<file path="config.mk">
export PLATFORM = sky130hd
export DESIGN_NAME = vpg_pattern_gen
export DESIGN_NICKNAME = d
export VERILOG_FILES = /design/src/rtl/vpg_pkg.sv /design/src/rtl/vpg_bar_tracker.sv /design/src/rtl/vpg_pattern_gen.sv
export SDC_FILE = /design/constraint.sdc
export NUM_CORES = 1
export LEC_CHECK = 0
export ABC_AREA = 1
export BUFFER_PORTS_ARGS = -buffer_cell sky130_fd_sc_hd__buf_2
export CAP_MARGIN = 20
export CORE_MARGIN = 2
export CORE_UTILIZATION = 57
export CTS_CLUSTER_DIAMETER = 200
export CTS_CLUSTER_SIZE = 8
export DETAILED_ROUTE_END_ITERATION = 7
export PLACE_DENSITY = 0.85
export SLEW_MARGIN = 20
export SYNTH_ARGS = -nofsm -noshare
export SYNTH_HDL_FRONTEND = slang
export SYNTH_SLANG_ARGS = --single-unit
</file>
<file path="constraint.sdc">
create_clock -name clk -period 5.5 [get_ports clk]
set_clock_uncertainty 0.15 [all_clocks]
set_input_delay 0.275 -clock clk [delete_from_list [all_inputs] [get_ports clk]]
set_output_delay 0.275 -clock clk [all_outputs]
set_load 0.01 [all_outputs]
</file>
<file path="src/rtl/vpg_pkg.sv">
// Shared constants for the video pattern generator: mode encodings and
// the 8-bit-per-channel colour tables that the top scales to CB bits.
package vpg_pkg;

  localparam logic [2:0] MODE_SOLID  = 3'd0;
  localparam logic [2:0] MODE_BARS   = 3'd1;
  localparam logic [2:0] MODE_CHECK  = 3'd2;
  localparam logic [2:0] MODE_SCROLL = 3'd3;
  localparam logic [2:0] MODE_GRAD   = 3'd4;
  localparam logic [2:0] MODE_MARKER = 3'd5;

  // Index 0 is the leftmost bar: white, yellow, cyan, green, magenta, red, blue, black.
  localparam logic [7:0][23:0] BAR_LUT = {
    24'h000000, 24'h0000FF, 24'hFF0000, 24'hFF00FF,
    24'h00FF00, 24'h00FFFF, 24'hFFFF00, 24'hFFFFFF
  };

  // Shown for the unused mode encodings 6 and 7.
  localparam logic [23:0] ERR_COLOR = 24'hFF00FF;

endpackage

</file>
<file path="src/rtl/vpg_bar_tracker.sv">
// Tracks which of the 8 colour bars the current active pixel belongs to.
// Both counters clear during blanking; bar_idx saturates on the last bar.
// bar_idx is the bar of the pixel currently on the inputs (pre-edge value).
module vpg_bar_tracker
  import vpg_pkg::*;
#(
  parameter int BAR_W = 160
) (
  input  logic       clk,
  input  logic       rst,
  input  logic       de,
  output logic [2:0] bar_idx
);

  localparam int PW = (BAR_W > 1) ? $clog2(BAR_W) : 1;

  logic [PW-1:0] pix_cnt;

  // Count pixels within a bar and step to the next bar at the bar boundary.
  always_ff @(posedge clk or posedge rst) begin
    if (rst) begin
      pix_cnt <= '0;
      bar_idx <= 3'd0;
    end else if (!de) begin
      pix_cnt <= '0;
      bar_idx <= 3'd0;
    end else if (pix_cnt == PW'(BAR_W - 1)) begin
      pix_cnt <= '0;
      if (bar_idx != 3'd7) bar_idx <= bar_idx + 3'd1;
    end else begin
      pix_cnt <= pix_cnt + PW'(1);
    end
  end

endmodule

</file>
<file path="src/rtl/vpg_pattern_gen.sv">
// Two-stage test-pattern generator. Stage 1 captures counters, syncs and
// the per-pixel decisions (checker bit, bar index, mode, frame count);
// stage 2 forms the RGB value. Syncs travel alongside, so every output
// is exactly 2 cycles behind its inputs. No handshake: one pixel per clock.
module vpg_pattern_gen
  import vpg_pkg::*;
#(
  parameter int H_BITS     = 12,
  parameter int V_BITS     = 12,
  parameter int CB         = 8,
  parameter int BAR_W      = 160,
  parameter int CHECK_LOG2 = 5,
  parameter int MARKER_W   = 7,
  parameter bit VS_POL     = 1'b1
) (
  input  logic              clk,
  input  logic              rst,
  input  logic [H_BITS-1:0] h_count,
  input  logic [V_BITS-1:0] v_count,
  input  logic              de_in,
  input  logic              hs_in,
  input  logic              vs_in,
  input  logic [2:0]        mode,
  input  logic [3*CB-1:0]   bg_color,
  output logic [3*CB-1:0]   rgb_out,
  output logic              de_out,
  output logic              hs_out,
  output logic              vs_out,
  output logic [7:0]        frame_cnt
);

  localparam int W = 3 * CB;
  localparam logic [W-1:0] WHITE = '1;

  // Stretch an 8-bit-per-channel colour to CB bits by repeating each
  // channel from its MSB downwards (truncates to the MSBs when CB < 8).
  function automatic logic [W-1:0] scale24(input logic [23:0] c);
    logic [W-1:0] r;
    r = '0;
    for (int ch = 0; ch < 3; ch++)
      for (int k = 0; k < CB; k++)
        r[ch*CB + CB-1-k] = c[ch*8 + 7 - (k % 8)];
    return r;
  endfunction

  logic       vs_prev;
  logic [2:0] mode_q;
  logic       frame_start;
  logic [2:0] bar_idx;

  assign frame_start = (vs_in == VS_POL) && (vs_prev != VS_POL);

  // Frame counter and mode latch; mode only changes on a frame boundary.
  always_ff @(posedge clk or posedge rst) begin
    if (rst) begin
      vs_prev   <= 1'b0;
      frame_cnt <= 8'd0;
      mode_q    <= MODE_SOLID;
    end else begin
      vs_prev <= vs_in;
      if (frame_start) begin
        frame_cnt <= frame_cnt + 8'd1;
        mode_q    <= mode;
      end
    end
  end

  vpg_bar_tracker #(.BAR_W(BAR_W)) u_bar (
    .clk     (clk),
    .rst     (rst),
    .de      (de_in),
    .bar_idx (bar_idx)
  );

  // Scroll mode shifts the checker by the frame count before the bit pick.
  logic [H_BITS-1:0] chk_x;
  logic              chk_bit;
  assign chk_x   = (mode_q == MODE_SCROLL) ? h_count + H_BITS'(frame_cnt) : h_count;
  assign chk_bit = chk_x[CHECK_LOG2] ^ v_count[CHECK_LOG2];

  logic [H_BITS-1:0] s1_h;
  logic [V_BITS-1:0] s1_v;
  logic              s1_de, s1_hs, s1_vs, s1_chk;
  logic [2:0]        s1_bar, s1_mode;
  logic [7:0]        s1_fcnt;

  // Stage 1: capture the pixel with the mode/frame count in force when it arrived.
  always_ff @(posedge clk or posedge rst) begin
    if (rst) begin
      s1_h    <= '0;
      s1_v    <= '0;
      s1_de   <= 1'b0;
      s1_hs   <= 1'b0;
      s1_vs   <= 1'b0;
      s1_chk  <= 1'b0;
      s1_bar  <= 3'd0;
      s1_mode <= MODE_SOLID;
      s1_fcnt <= 8'd0;
    end else begin
      s1_h    <= h_count;
      s1_v    <= v_count;
      s1_de   <= de_in;
      s1_hs   <= hs_in;
      s1_vs   <= vs_in;
      s1_chk  <= chk_bit;
      s1_bar  <= bar_idx;
      s1_mode <= mode_q;
      s1_fcnt <= frame_cnt;
    end
  end

  logic [W-1:0] pattern;

  // Pattern select for the stage-1 pixel.
  always_comb begin
    pattern = '0;
    case (s1_mode)
      MODE_SOLID:              pattern = bg_color;
      MODE_BARS:               pattern = scale24(BAR_LUT[s1_bar]);
      MODE_CHECK, MODE_SCROLL: pattern = s1_chk ? WHITE : bg_color;
      MODE_GRAD:               pattern = {CB'(s1_h), CB'(s1_v), CB'(s1_fcnt)};
      MODE_MARKER:             pattern = (s1_v == '0 && s1_h < H_BITS'(MARKER_W)) ? '0 : WHITE;
      default:                 pattern = scale24(ERR_COLOR);
    endcase
  end

  // Stage 2: blank outside the active area and realign the syncs.
  always_ff @(posedge clk or posedge rst) begin
    if (rst) begin
      rgb_out <= '0;
      de_out  <= 1'b0;
      hs_out  <= 1'b0;
      vs_out  <= 1'b0;
    end else begin
      rgb_out <= s1_de ? pattern : '0;
      de_out  <= s1_de;
      hs_out  <= s1_hs;
      vs_out  <= s1_vs;
    end
  end

endmodule
</file>
==> results.yml <==
cells_and_area:
  drive_above_1_share_pct: 20.9
  fin_nets: 595
  mostFrequentLayoutCell: "dfrtp_1"
  final_cells: 613
  area_delta_synth_final_pct: 27.0
  antenna_cells: 0
  design_area_sq_um: 4790
  layout_common_cells: "dfrtp_1, nand2_1, buf_2"
timing:
  min_period_over_period_pct: 39.3
  fmax_mhz: 463
  final_hold_viol_count: 30
  tightestPinTransition_ns: 0.796
  finalSetupViolations: 0
  rsz0062_at_grt: "no"
  hold_ws_ns: -0.0177
  slew-limit-headroom_pct: 46.9
  report.final.slew_viol_count: 0
  period_needed_ns: 2.16
  tns_ns: 0
yosys:
  synthFlopType: "dfrtp_1"
  synth.avg_cell_area_sq_um: 9.22
  synth_edf_count: 0
  ys_types: 27
  async_flop_share_pct: 100
  ys_ff_latch: 91
  yosys_warnings: 0
  synthesis.area_sq_um: 3770
  syn_nets: 473
  synth-seq-area-share_pct: 60.4
  synthCells: 409
detailed_routing:
  detail_route.iter0.violations: 168
  vias_per_cell: 4.99
  vias: 3056
  routed_wl_um: 8090
  final_antenna_net_count: 0
  m1WireLength_um: 3370
  drc: 0
  drt_first_pass_iters: 4
  dr_wl_met3_um: 416
  wl_met2_um: 4020
  wl_per_cell_um: 13.2
  top_layer_used: "met4"
power:
  p_sw_uw: 494
  p_leak_uw: 0.00263
  p_int_uw: 1170
  combPwrFrac_pct: 21.1
  clock_power_share_pct: 29.3
  power_density_nw_per_um2: 347
  ir_drop_uv: 181
  sequentialPowerShare_pct: 49.6
  switching_share_pct: 29.7
cts:
  cts_post_setup_buffers_inserted: 0
  cts_resized: 0
  cts_tree: "built"
  cts_root_buf: "clkbuf_8"
  cts_max_path_buffers: 2
  htree_levels: 3
  clk_pin_slew_worst_paths_ns: 0.08
  insertion_delay_ns: 0.35
  cts.sinks: 91
  cts_made_buffers: 9
placed_design:
  place_area_sq_um: 4260
  globalplace.congestion: 0.867
  post-place-cells: 567
  port_buffers: 90
  hpwl_um: 5260
run:
  maxCapViolCount: 0
critical_path:
  worstPathArrival_ns: 2.26
  critPathRequiredTime_ns: 5.60
  slowest_stage: "dfrtp_1"
  slowest_delay_ns: 0.87
  crit_fanout: 27
  worstPathCellList: "inv_2, nand3_1, nor2_1, nor2_1, nand3_1, nand2_1, inv_1"
  rr_endpoint: "rgb_out[6]"
  crit_type: "flip-flop to flip-flop"
  end_kind: "flip-flop"
  rr_startpoint: "s1_mode[2]"
  ff2ff_path_depth: 7
  start_kind: "flip-flop"
  reg2reg_setup_slack_ns: 3.34
status:
  status: "finished with violations"
  violations: "hold timing"
floorplan:
  rows: 29
  die_x_um: 85.3
  die_h_um: 85.3
  start_util_pct: 59.0
  core_area_sq_um: 6390
  io_pins: 91
  fp.dieArea_sq_um: 7280
global_route:
  grt_max_degree: 92
  grt_pass1_wl_um: 13300
  grt_pass1_vias: 2912
  grtUsageTotal_pct: 24.0
  grt.overflow.total: 0
  antenna_found_initial: 0
worst_hold_path:
  hp-class: "primary input to async pin"
-- power groups by stage --
stage | clock network (uW) | registers, uW | logic (uW)
floorplan | 0 | 842 | 204
global route | 528 | 837 | 398
detailed placement | 0 | 838 | 328
CTS | 494 | 824 | 351
finish | 488 | 825 | 351
global placement | 0 | 833 | 314
-- what timing repair did --
item / 4_1_cts / 5_1_grt
endpoints found under the hold margin: 30 / 0
hold buffers: 30 / 0
endpoints found under the setup margin: 0 / 0
-- how the worst max path moves through the flow --
| stage | from | to | slack (ns) | cells after the start |
|---|---|---|---|---|
| after floorplan | rst | de_out | 2.71 | 1 |
| after global placement | s1_mode[1] | rgb_out[1] | 3.48 | 7 |
| after detailed placement | s1_mode[0] | rgb_out[2] | 3.39 | 7 |
| after CTS | s1_mode[0] | rgb_out[2] | 3.37 | 7 |
| after global routing | s1_mode[2] | rgb_out[2] | 3.08 | 7 |
| final | s1_mode[2] | rgb_out[6] | 3.34 | 7 |
-- flip-flops by register name (all words and copies together), names as in the netlist, 3 cells and up --
name           flops
rgb_out           24
s1_h              12
s1_v              12
frame_cnt          8
s1_fcnt            8
u_bar.pix_cnt      8
mode_q             3
s1_bar             3
s1_mode            3
u_bar.bar_idx      3
-- stage by stage --
stage | setup WS, ns | util (%) | total power (uW)
after detailed placement | 3.39 | 66.8 | 1170
after global routing | 3.08 | 75.0 | 1760
final | 3.34 | 75.0 | 1660
after global placement | 3.48 | 66.8 | 1150
after floorplan | 2.71 | - | 1050
after CTS | 3.37 | 74.9 | 1670
-- kinds of logic after synthesis --
kind of cell | Yosys count | synth area share [%]
AO/OA/AOI/OAI | 30 | 4.08
XOR/XNOR | 9 | 2.09
adder cells (fa/ha/maj) | 8 | 2.66
AND/OR/NAND/NOR | 199 | 23.0
buffers and inverters | 72 | 7.80
flip-flops | 91 | 60.4
-- cells in the mapped netlist, types with 3 or more instances --
library cell / instances / share of area [%]
xor2_1: 4 / 0.93
ha_1: 8 / 2.7
nor3_1: 9 / 1.2
nand2_1: 90 / 9.0
dfrtp_1: 91 / 60
o21ai_1: 3 / 0.40
clkbuf_1: 3 / 0.30
xnor2_1: 5 / 1.2
inv_1: 60 / 6.0
nand3_1: 53 / 7.0
nor2_1: 35 / 3.5
buf_2: 4 / 0.53
a21oi_1: 22 / 2.9
o21ai_0: 4 / 0.53
-- area by class of cell --
| cell class | instances | area [sq um] |
|---|---|---|
| sequential | 91 | 2280 |
| fill | 428 | 1600 |
| multi-input combinational | 246 | 1200 |
| timing repair buffer | 121 | 762 |
| inverter | 62 | 234 |
| clock buffer | 12 | 145 |
| tap | 77 | 96.3 |
| clock inverter | 4 | 73.8 |
-- worst max-delay path: cells and delay by family (launching register included) --
family,cells,cell delay (ns)
buf+inv,2,0.16
flops,1,0.87
simple gates,5,0.88
-- layer usage --
| metal | up-vias | GRT usage [%] |
|---|---|---|
| met1 | 1394 | 28.9 |
| met4 | 0 | 12.8 |
| li1 | 1523 | - |
| met2 | 115 | 40.1 |
| met3 | 24 | 5.35 |
| met5 | - | 0 |
No activity file was read; power rests on OpenSTA's default activity.
